`config.mk`:
```
export PLATFORM = sky130hd
export DESIGN_NAME = ysyx_22050612_muldiv_unit
export DESIGN_NICKNAME = d
export VERILOG_FILES = /design/src/rtl/ysyx_22050612_mdu_pkg.sv /design/src/rtl/ysyx_22050612_muldiv_unit_div_iter.sv /design/src/rtl/ysyx_22050612_muldiv_unit.sv
export SDC_FILE = /design/constraint.sdc
export NUM_CORES = 2
export LEC_CHECK = 0
export BUFFER_PORTS_ARGS = -buffer_cell sky130_fd_sc_hd__buf_2
export CAP_MARGIN = 20
export CELL_PAD_IN_SITES_DETAIL_PLACEMENT = 1
export CELL_PAD_IN_SITES_GLOBAL_PLACEMENT = 2
export CORE_MARGIN = 5
export CORE_UTILIZATION = 39
export DETAILED_ROUTE_END_ITERATION = 8
export HOLD_SLACK_MARGIN = 0.02
export PLACE_DENSITY_LB_ADDON = 0.1
export SETUP_SLACK_MARGIN = 0.3
export SLEW_MARGIN = 5
export SYNTH_ARGS = -nofsm -noshare
export SYNTH_HDL_FRONTEND = slang
export SYNTH_SLANG_ARGS = --single-unit
```
`constraint.sdc`:
```
create_clock -name clk -period 11.1 [get_ports clk]
set_input_delay 0.555 -clock clk [delete_from_list [all_inputs] [get_ports clk]]
set_output_delay 0.555 -clock clk [all_outputs]
set_load 0.05 [all_outputs]
```
`src/rtl/ysyx_22050612_mdu_pkg.sv`:
```
// Shared types and helpers for the RV64M multiply/divide unit.
package ysyx_22050612_mdu_pkg;

    localparam int unsigned MDU_XLEN = 64;
    localparam int unsigned ITER_W   = $clog2(MDU_XLEN + 1);

    typedef enum logic [3:0] {
        OP_MUL    = 4'd0,
        OP_MULH   = 4'd1,
        OP_MULHSU = 4'd2,
        OP_MULHU  = 4'd3,
        OP_DIV    = 4'd4,
        OP_DIVU   = 4'd5,
        OP_REM    = 4'd6,
        OP_REMU   = 4'd7,
        OP_MULW   = 4'd8,
        OP_DIVW   = 4'd9,
        OP_DIVUW  = 4'd10,
        OP_REMW   = 4'd11,
        OP_REMUW  = 4'd12
    } mdu_op_e;

    typedef enum logic [1:0] {
        ST_IDLE = 2'd0,
        ST_CALC = 2'd1,
        ST_DONE = 2'd2
    } mdu_state_e;

    function automatic logic [63:0] sext32(input logic [31:0] x);
        return {{32{x[31]}}, x};
    endfunction

    function automatic logic op_is_w(input mdu_op_e op);
        return op inside {OP_MULW, OP_DIVW, OP_DIVUW, OP_REMW, OP_REMUW};
    endfunction

    function automatic logic op_is_div(input mdu_op_e op);
        return op inside {OP_DIV, OP_DIVU, OP_REM, OP_REMU,
                          OP_DIVW, OP_DIVUW, OP_REMW, OP_REMUW};
    endfunction

    function automatic logic op_is_rem(input mdu_op_e op);
        return op inside {OP_REM, OP_REMU, OP_REMW, OP_REMUW};
    endfunction

    function automatic logic op_is_mulh(input mdu_op_e op);
        return op inside {OP_MULH, OP_MULHSU, OP_MULHU};
    endfunction

endpackage

```
`src/rtl/ysyx_22050612_muldiv_unit_div_iter.sv`:
```
// One restoring-division step: shift the next dividend bit into the remainder, subtract if it fits.
module ysyx_22050612_div_iter #(
    parameter int unsigned XLEN = 64
) (
    input  logic [XLEN-1:0] rem_i,
    input  logic [XLEN-1:0] quot_i,
    input  logic [XLEN-1:0] divisor_i,
    output logic [XLEN-1:0] rem_o,
    output logic [XLEN-1:0] quot_o
);

    logic [XLEN:0] rem_sh;
    logic [XLEN:0] diff;
    logic          ge;

    always_comb begin
        rem_sh = {rem_i, quot_i[XLEN-1]};
        ge     = (rem_sh >= {1'b0, divisor_i});
        diff   = rem_sh - {1'b0, divisor_i};
        rem_o  = ge ? XLEN'(diff) : XLEN'(rem_sh);
        quot_o = {quot_i[XLEN-2:0], ge};
    end

endmodule

```
`src/rtl/ysyx_22050612_muldiv_unit.sv`:
```
// Multi-cycle RV64M multiply/divide unit: radix-2 shift-add multiply and restoring divide.
// Define MDU_FAST_MUL_EN to compute MUL* ops in a single cycle with a native multiplier.
module ysyx_22050612_muldiv_unit
    import ysyx_22050612_mdu_pkg::*;
#(
    parameter int unsigned XLEN  = 64,
    parameter int unsigned TAG_W = 5
) (
    input  logic             clk,
    input  logic             rst,
    input  logic             flush,
    input  logic             in_valid,
    output logic             in_ready,
    input  logic [3:0]       in_op,
    input  logic [XLEN-1:0]  in_src1,
    input  logic [XLEN-1:0]  in_src2,
    input  logic [TAG_W-1:0] in_tag,
    output logic             out_valid,
    input  logic             out_ready,
    output logic [XLEN-1:0]  out_result,
    output logic [TAG_W-1:0] out_tag
);

    mdu_state_e         state_q, state_d;
    mdu_op_e            op_q, op_d, op_eff;
    logic [TAG_W-1:0]   tag_q, tag_d;
    logic               neg_q, neg_d;
    logic [ITER_W-1:0]  cnt_q, cnt_d;
    logic [2*XLEN-1:0]  acc_q, acc_d, opa_q, opa_d;
    logic [XLEN-1:0]    opb_q, opb_d;
    logic               in_ready_q, in_ready_d;
    logic               out_valid_q, out_valid_d;
    logic [XLEN-1:0]    out_result_q, out_result_d;
    logic [TAG_W-1:0]   out_tag_q, out_tag_d;

    logic               accept, go_done;
    logic               sgn_a, sgn_b, neg_a, neg_b, div_zero, div_ovf;
    logic [XLEN-1:0]    src_a, src_b, mag_a, mag_b, min_val;
    logic [XLEN-1:0]    div_rem, div_quot, div_sel, div_fix, res_raw, fix_res;
    logic [2*XLEN-1:0]  mul_fix;

    assign in_ready   = in_ready_q;
    assign out_valid  = out_valid_q;
    assign out_result = out_result_q;
    assign out_tag    = out_tag_q;
    assign accept     = in_valid && in_ready_q && !flush;

    // Operand preparation at accept: W extension, magnitudes and result sign.
    always_comb begin
        op_eff  = (in_op > 4'd12) ? OP_MUL : mdu_op_e'(in_op);
        sgn_a   = op_eff inside {OP_MULH, OP_MULHSU, OP_DIV, OP_REM, OP_DIVW, OP_REMW};
        sgn_b   = op_eff inside {OP_MULH, OP_DIV, OP_REM, OP_DIVW, OP_REMW};
        src_a   = in_src1;
        src_b   = in_src2;
        if (op_is_w(op_eff)) begin
            src_a = sgn_a ? XLEN'(sext32(in_src1[31:0])) : XLEN'(in_src1[31:0]);
            src_b = sgn_b ? XLEN'(sext32(in_src2[31:0])) : XLEN'(in_src2[31:0]);
        end
        neg_a    = sgn_a && src_a[XLEN-1];
        neg_b    = sgn_b && src_b[XLEN-1];
        mag_a    = neg_a ? -src_a : src_a;
        mag_b    = neg_b ? -src_b : src_b;
        min_val  = op_is_w(op_eff) ? XLEN'(sext32(32'h8000_0000)) : {1'b1, {(XLEN-1){1'b0}}};
        div_zero = (src_b == '0);
        div_ovf  = sgn_b && (src_a == min_val) && (src_b == '1);
    end

`ifdef MDU_FAST_MUL_EN
    assign go_done = !op_is_div(op_eff);
`else
    assign go_done = 1'b0;
`endif

    ysyx_22050612_div_iter #(.XLEN(XLEN)) u_div_iter (
        .rem_i     (acc_q[2*XLEN-1:XLEN]),
        .quot_i    (acc_q[XLEN-1:0]),
        .divisor_i (opa_q[XLEN-1:0]),
        .rem_o     (div_rem),
        .quot_o    (div_quot)
    );

    // Sign fix-up and half/word selection of the finished result.
    always_comb begin
        mul_fix = neg_q ? -acc_q : acc_q;
        div_sel = op_is_rem(op_q) ? acc_q[2*XLEN-1:XLEN] : acc_q[XLEN-1:0];
        div_fix = neg_q ? -div_sel : div_sel;
        if (op_is_div(op_q)) begin
            res_raw = div_fix;
        end else if (op_is_mulh(op_q)) begin
            res_raw = mul_fix[2*XLEN-1:XLEN];
        end else begin
            res_raw = mul_fix[XLEN-1:0];
        end
        fix_res = op_is_w(op_q) ? XLEN'(sext32(res_raw[31:0])) : res_raw;
    end

    always_ff @(posedge clk) begin
        if (rst) begin
            state_q <= ST_IDLE;
        end else begin
            state_q <= state_d;
        end
    end

    always_comb begin
        state_d = state_q;
        unique case (state_q)
            ST_IDLE: if (accept) state_d = go_done ? ST_DONE : ST_CALC;
            ST_CALC: if (cnt_q <= ITER_W'(1)) state_d = ST_DONE;
            ST_DONE: if (out_valid_q && out_ready) state_d = ST_IDLE;
            default: state_d = ST_IDLE;
        endcase
        if (flush) state_d = ST_IDLE;
    end

    // Datapath and output next-values; a zero count means the result is already final.
    always_comb begin
        op_d         = op_q;
        tag_d        = tag_q;
        neg_d        = neg_q;
        cnt_d        = cnt_q;
        acc_d        = acc_q;
        opa_d        = opa_q;
        opb_d        = opb_q;
        out_valid_d  = out_valid_q;
        out_result_d = out_result_q;
        out_tag_d    = out_tag_q;
        unique case (state_q)
            ST_IDLE: begin
                if (accept) begin
                    op_d  = op_eff;
                    tag_d = in_tag;
                    opb_d = '0;
                    cnt_d = op_is_w(op_eff) ? ITER_W'(32) : ITER_W'(XLEN);
                    if (op_is_div(op_eff)) begin
                        neg_d = op_is_rem(op_eff) ? neg_a : (neg_a ^ neg_b);
                        opa_d = (2*XLEN)'(mag_b);
                        if (div_zero) begin
                            cnt_d = '0;
                            neg_d = 1'b0;
                            acc_d = {src_a, {XLEN{1'b1}}};
                        end else if (div_ovf) begin
                            cnt_d = '0;
                            neg_d = 1'b0;
                            acc_d = {{XLEN{1'b0}}, src_a};
                        end else begin
                            acc_d = {{XLEN{1'b0}}, op_is_w(op_eff) ? (mag_a << 32) : mag_a};
                        end
                    end else begin
                        neg_d = neg_a ^ neg_b;
`ifdef MDU_FAST_MUL_EN
                        acc_d = (2*XLEN)'(mag_a) * (2*XLEN)'(mag_b);
                        opa_d = '0;
`else
                        acc_d = '0;
                        opa_d = (2*XLEN)'(mag_a);
                        opb_d = mag_b;
`endif
                    end
                end
            end
            ST_CALC: begin
                if (cnt_q != '0) begin
                    cnt_d = cnt_q - ITER_W'(1);
                    if (op_is_div(op_q)) begin
                        acc_d = {div_rem, div_quot};
                    end else begin
                        acc_d = acc_q + (opb_q[0] ? opa_q : '0);
                        opa_d = opa_q << 1;
                        opb_d = opb_q >> 1;
                    end
                end
            end
            ST_DONE: begin
                if (!out_valid_q) begin
                    out_valid_d  = 1'b1;
                    out_result_d = fix_res;
                    out_tag_d    = tag_q;
                end else if (out_ready) begin
                    out_valid_d = 1'b0;
                end
            end
            default: ;
        endcase
        if (flush) out_valid_d = 1'b0;
        in_ready_d = (state_d == ST_IDLE);
    end

    always_ff @(posedge clk) begin
        if (rst) begin
            op_q         <= OP_MUL;
            tag_q        <= '0;
            neg_q        <= 1'b0;
            cnt_q        <= '0;
            acc_q        <= '0;
            opa_q        <= '0;
            opb_q        <= '0;
            in_ready_q   <= 1'b1;
            out_valid_q  <= 1'b0;
            out_result_q <= '0;
            out_tag_q    <= '0;
        end else begin
            op_q         <= op_d;
            tag_q        <= tag_d;
            neg_q        <= neg_d;
            cnt_q        <= cnt_d;
            acc_q        <= acc_d;
            opa_q        <= opa_d;
            opb_q        <= opb_d;
            in_ready_q   <= in_ready_d;
            out_valid_q  <= out_valid_d;
            out_result_q <= out_result_d;
            out_tag_q    <= out_tag_d;
        end
    end

endmodule

```
After elaboration in Yosys (flattened, before gate mapping)
Index checks and enable logic that the tools add are counted.
- flip-flop bits (word level): 410
- bits of input ports: 142
- logic and storage cells: 133
- output and inout bits: 71
- multiplexer cells: 52
- bitwise operators: 2
- eq/ne operators: 30
- add/subtract/negate cells: 7
- $lt $le $gt $ge: 3
- reductions and logical operators: 27
- operators by type and width (kind ; count):
    $mux 128 ; 10
    $mux 64 ; 19
    $pmux 128 s2 ; 2
    $neg 64->64 ; 3
    $add 128x128->128 ; 1
    $neg 128->128 ; 1
    $pmux 64 s2 ; 1
    $ge 65x64->1 ; 1
    $eq 64x64->1 ; 1
    $eq 64x64->1 const B ; 1
    $logic_not 64->1 ; 1
    $sub 64x64->64 ; 1
    $mux 63 ; 1
    $mux 7 ; 6
    $eq 4x4->1 const B ; 10
    $eq 4x3->1 const B ; 8
    $reduce_bool 8->1 ; 2
    $reduce_bool 5->1 ; 3
    $pmux 7 s2 ; 1
    $eq 4x2->1 const B ; 3
    $eq 4x1->1 const B ; 2
    $mux 2 ; 4
    $reduce_bool 4->1 ; 2
    $le 7x1->1 const B ; 1
    other kinds (21) ; 36

Longest topological paths before layout
- depth after elaboration: 14
- depth in mapped cells: 17
- depth with buffers taken out: 15

Modules after synthesis
From an unflattened synthesis, not the netlist that was laid out.
- cells, all modules: 6631
- area total of the unflattened synthesis: 44651.6 µm²
- modules (own cells, without submodules) (module ; cells an instance ; area an instance (µm²) ; seq. area each (µm²) ; instances):
    ysyx_22050612_muldiv_unit ; 5810 ; 39379.0 ; 8207.9 ; 1
    ysyx_22050612_div_iter ; 821 ; 5272.6 ; 0.0 ; 1

Worst setup path after synthesis
No wires, ideal clock.
- path kind: reg-to-reg
- start: register opb_q[0]
- end: register acc_q[124]
- cell stages (with the launch flop): 16
- arrival time: 3824 ps
- slack: 7213 ps
- period minus slack after synthesis: 3887 ps
- path buffers: 2
- setup time: 62 ps
- required time: 11038 ps
- cell sequence: dfxtp_1 > clkbuf_1 > clkbuf_1 > and2_1 > ha_1 > nand2_1 > or4_1 > nor4_1 > o21ai_0 > a21o_1 > a211oi_1 > nor3_1 > o21ai_0 > a21oi_1 > or4b_2 > nand3_1
- word-level cells in the longest chain between the ends: 5
- ends and longest elaborated chain (item ; line ; text):
    start, declared ; ysyx_22050612_muldiv_unit.sv:30 ; logic [XLEN-1:0] opb_q, opb_d;
    start signal, assigned ; ysyx_22050612_muldiv_unit.sv:209 ; opb_q <= opb_d;
    $mux 128 ; ysyx_22050612_muldiv_unit.sv:168 ; acc_d = acc_q + (opb_q[0] ? opa_q : '0);
    $add 128x128->128 ; ysyx_22050612_muldiv_unit.sv:168 ;
    $mux 128 ; ysyx_22050612_muldiv_unit.sv:165 ; if (op_is_div(op_q)) begin
    $mux 128 ; ysyx_22050612_muldiv_unit.sv:163 ; if (cnt_q != '0) begin
    $pmux 128 s2 ; ysyx_22050612_muldiv_unit.sv:128 ; unique case (state_q)
    end signal, assigned ; ysyx_22050612_muldiv_unit.sv:195 ; acc_q <= '0;
    end signal, assigned ; ysyx_22050612_muldiv_unit.sv:207 ; acc_q <= acc_d;
    end, declared ; ysyx_22050612_muldiv_unit.sv:29 ; logic [2*XLEN-1:0] acc_q, acc_d, opa_q, opa_d;
No other way between the ends. The select of a mux whose other input is x is not followed.
A chain may end at the register's enable or synchronous reset.

Worst setup path in the final report
- start: register opb_q[0]
- end: register acc_q[87]
The elaborated chain is that of the path after synthesis.

==> metrics <==
Setup TNS 0 ns; Die ar. between 0.1 and 0.15 mm²; period utilisation layout about half; signed area change from the synthesized netlist to the final layout 9.53%; worst path buffer plus inverter count 0; net count reported at finish ~6900; area fraction in and, or, nand and nor cells after synthesis 27.9%; Slowest cell on crit path sky130_fd_sc_hd__o21ai_0; standard cell core area 0.113 mm²; fmax roughly 180 MHz; fraction of layout instances using a drive strength above 1 9.04%; Mean Syn Cell Area approximately 6.7 µm²; iteration-0 DRC count of the detailed router between 6000 and 7000; clock edge transition at the registers on the reported setup and hold paths approximately 0.06 ns; remaining number of nets flagged by the antenna check after routing 0; Clock Sink Count 410; dominant combinational cell family by area after synthesis compound AO/OA/AOI/OAI gates; count of TritonRoute iterations in the first routing pass 9; count of warnings emitted by yosys 0; Synthesized Nets 6986; via count normalized by instance count 6.90; setup repair bufs after CTS 0; status finished clean; post-layout util 43.1%; worst-path cell chain and2_1 -> ha_1 -> a21oi_1 -> o21ai_0 -> o22ai_1 -> a21oi_1 -> a31o_2 -> nand4b_1 -> and2_1 -> o21ai_0 -> nor2_1 -> nor3_1 -> a31oi_1; sequential fraction of the synthesis area between 10% and 20%; critical path class flip-flop to flip-flop; synth unique cells between 90 and 100; TritonCTS clock tree built; count of hold-fix buffers inserted at cts 0; clock period minus final worst setup slack 5.65 ns; initial antenna violation count 26; final number of max-transition violations 0; worst-skew pair later-pin latency around 0.72 ns; post-cts resize count 0; Vert. Die Dim 348 µm; total of buffers placed on input and output ports 212; Routed Wire Length 273000 µm; leakage power 0.0178 µW; crit path launch type flip-flop; x dimension of the die 348 µm; worst min-delay path category input port to flip-flop; relative max-transition margin 9.72%; total power divided by cell area 129 mW/mm²; largest stage delay on the critical path ~0.89 ns; synthesized-area fraction occupied by ao, oa, aoi and oai cells 32.8%; first-pass GRT wire length 385000 µm; Via Count 55663; pin count of the biggest net entering global routing 175; number of cells produced by synthesis between 6000 and 7000; adder and majority gate portion of the synthesized area 5.67%; WP data required 11.64 ns; mux cell area share after synthesis roughly 2.1%; Top Ports 213; cell family with the largest share of critical-path delay compound AO/OA/AOI/OAI gates; Critical Path AT 6.20 ns; number of hold violations in the final report 0; level count of the clock H-tree 2; total of endpoints with negative setup slack in the final report 0; leading cell type in the layout, fill and taps excluded sky130_fd_sc_hd__nand2_1; number of enable-type register cells in the synthesized netlist 0; Worst Path Max Fanout 65; Rows 123; number of global-route vias before repair around 53000; total standard cell area after synthesis 0.0444 mm²; drt wl/cell 33.9 µm; Post-DP HPWL 212000 µm; Filler cells roughly 15000; flip-flop and latch count after synthesis 410; DRC viols 0; Max Buffers Root-to-Sink 3; highest-count cells in the layout ignoring fill and taps sky130_fd_sc_hd__nand2_1, sky130_fd_sc_hd__nor2_1, sky130_fd_sc_hd__a21oi_1; effective utilization at floorplan 39.4%; RSZ-0062 raised after global routing false; Critical Path Sink Type flip-flop; final weighted congestion in routability-driven placement 1.06; TritonCTS buffer count 57; pin slew with the least headroom to its limit 1.35 ns; number of max-cap violations 0; most frequently used flop master after synthesis sky130_fd_sc_hd__dfxtp_1; xor and xnor fraction of the mapped netlist area 7.06%; Worst VDD drop 134 µV; Synth async-reset ratio 0%; final-layout worst hold slack 0.101 ns; aggregate global routing overflow 0; buffer cell driving the clock tree root sky130_fd_sc_hd__clkbuf_16; clock skew 0.0454 ns; combined global-route utilization of all metal layers 42.7%
==> tightest hold or removal path: stages <==
cell and delay (ns):
sky130_fd_sc_hd__buf_2 0.09, sky130_fd_sc_hd__nand2_1 0.04, sky130_fd_sc_hd__a21oi_1 0.05
==> state kept, by name, summed over array words and instances, names as in the netlist <==
name / flops
acc_q: 128
cnt_q: 7
in_ready: 1
neg_q: 1
op_q: 4
opa_q: 128
opb_q: 64
out_result: 64
out_tag: 5
out_valid: 1
state_q: 2
tag_q: 5
==> cells by family after synthesis <==
| group | count (synthesis) |
|---|---|
| compound gates | 2298 |
| xor+xnor | 358 |
| simple gates | 2588 |
| buf+inv | 700 |
| mux | 90 |
| fa+ha+maj | 200 |
| flops | 410 |
==> worst paths after layout <==
kind,startpoint,cells past startpoint,end,slack (ns)
setup / recovery,opb_q[0],13,acc_q[87],5.45
hold / removal,in_tag[4],3,tag_q[4],0.10
setup reg to reg,opb_q[0],13,acc_q[87],5.45
hold reg to reg,out_tag[1],2,out_tag[1],0.45
==> through the flow <==
stage / power [µW] / instances / setup WS [ns] / area (µm²)
floorplan: 3160 / 6644 / 7.21 / 44400
global placement: 4110 / 7947 / 5.77 / 46600
detailed placement: 4140 / 7950 / 5.68 / 46600
CTS: 6200 / 8058 / 5.66 / 48600
global route: 6480 / 8059 / 5.19 / 48700
finish: 6300 / 8065 / 5.45 / 48700
==> layout make-up <==
cell class / instances / area [µm²] / share of cell area [%]
multi-input cells: 5534 / 33800 / 69.4
flip-flops and latches: 410 / 8220 / 16.9
repair buffers: 364 / 2250 / 4.62
well taps: 1500 / 1880 / 3.86
clock buffers: 71 / 1560 / 3.20
inverters: 143 / 537 / 1.10
clock inverters: 37 / 453 / 0.931
diodes: 6 / 15.0 / 0.0308
==> layer usage <==
metal	vias up	track usage, %	wire length, µm
met2	3283	64.1	114000
met1	27234	54.1	108000
li1	24222	-	-
met5	-	0	124
met4	16	29.8	23100
met3	908	9.84	27500
==> cell usage after synthesis, drive strengths merged (31+ instances only) <==
cell,number,area (µm²)
nor4,73,542
clkbuf,478,1800
dfxtp,410,8210
o21ai,561,2810
o22ai,38,238
and3,41,257
xnor2,179,1570
buf,79,343
a311oi,42,374
or4,42,323
o21bai,53,398
nor2,687,2590
and2,144,901
a21oi,674,3370
nor3,227,1150
ha,198,2480
o211ai,115,863
o221ai,42,368
nand2b,39,244
nand3,186,936
a21o,81,608
nor2b,35,219
or3,74,468
o21a,41,308
a211oi,184,1380
a31oi,78,488
nand2,785,2960
a221oi,79,692
mux2i,79,791
o31ai,69,518
nand4,147,926
o41ai,31,279
xor2,179,1570
inv,143,537
==> where the power goes <==
part | internal, µW | switching, µW
clock network | 1190 | 876
logic | 725 | 1750
registers | 1560 | 196
(Power assumes the default switching activity.)
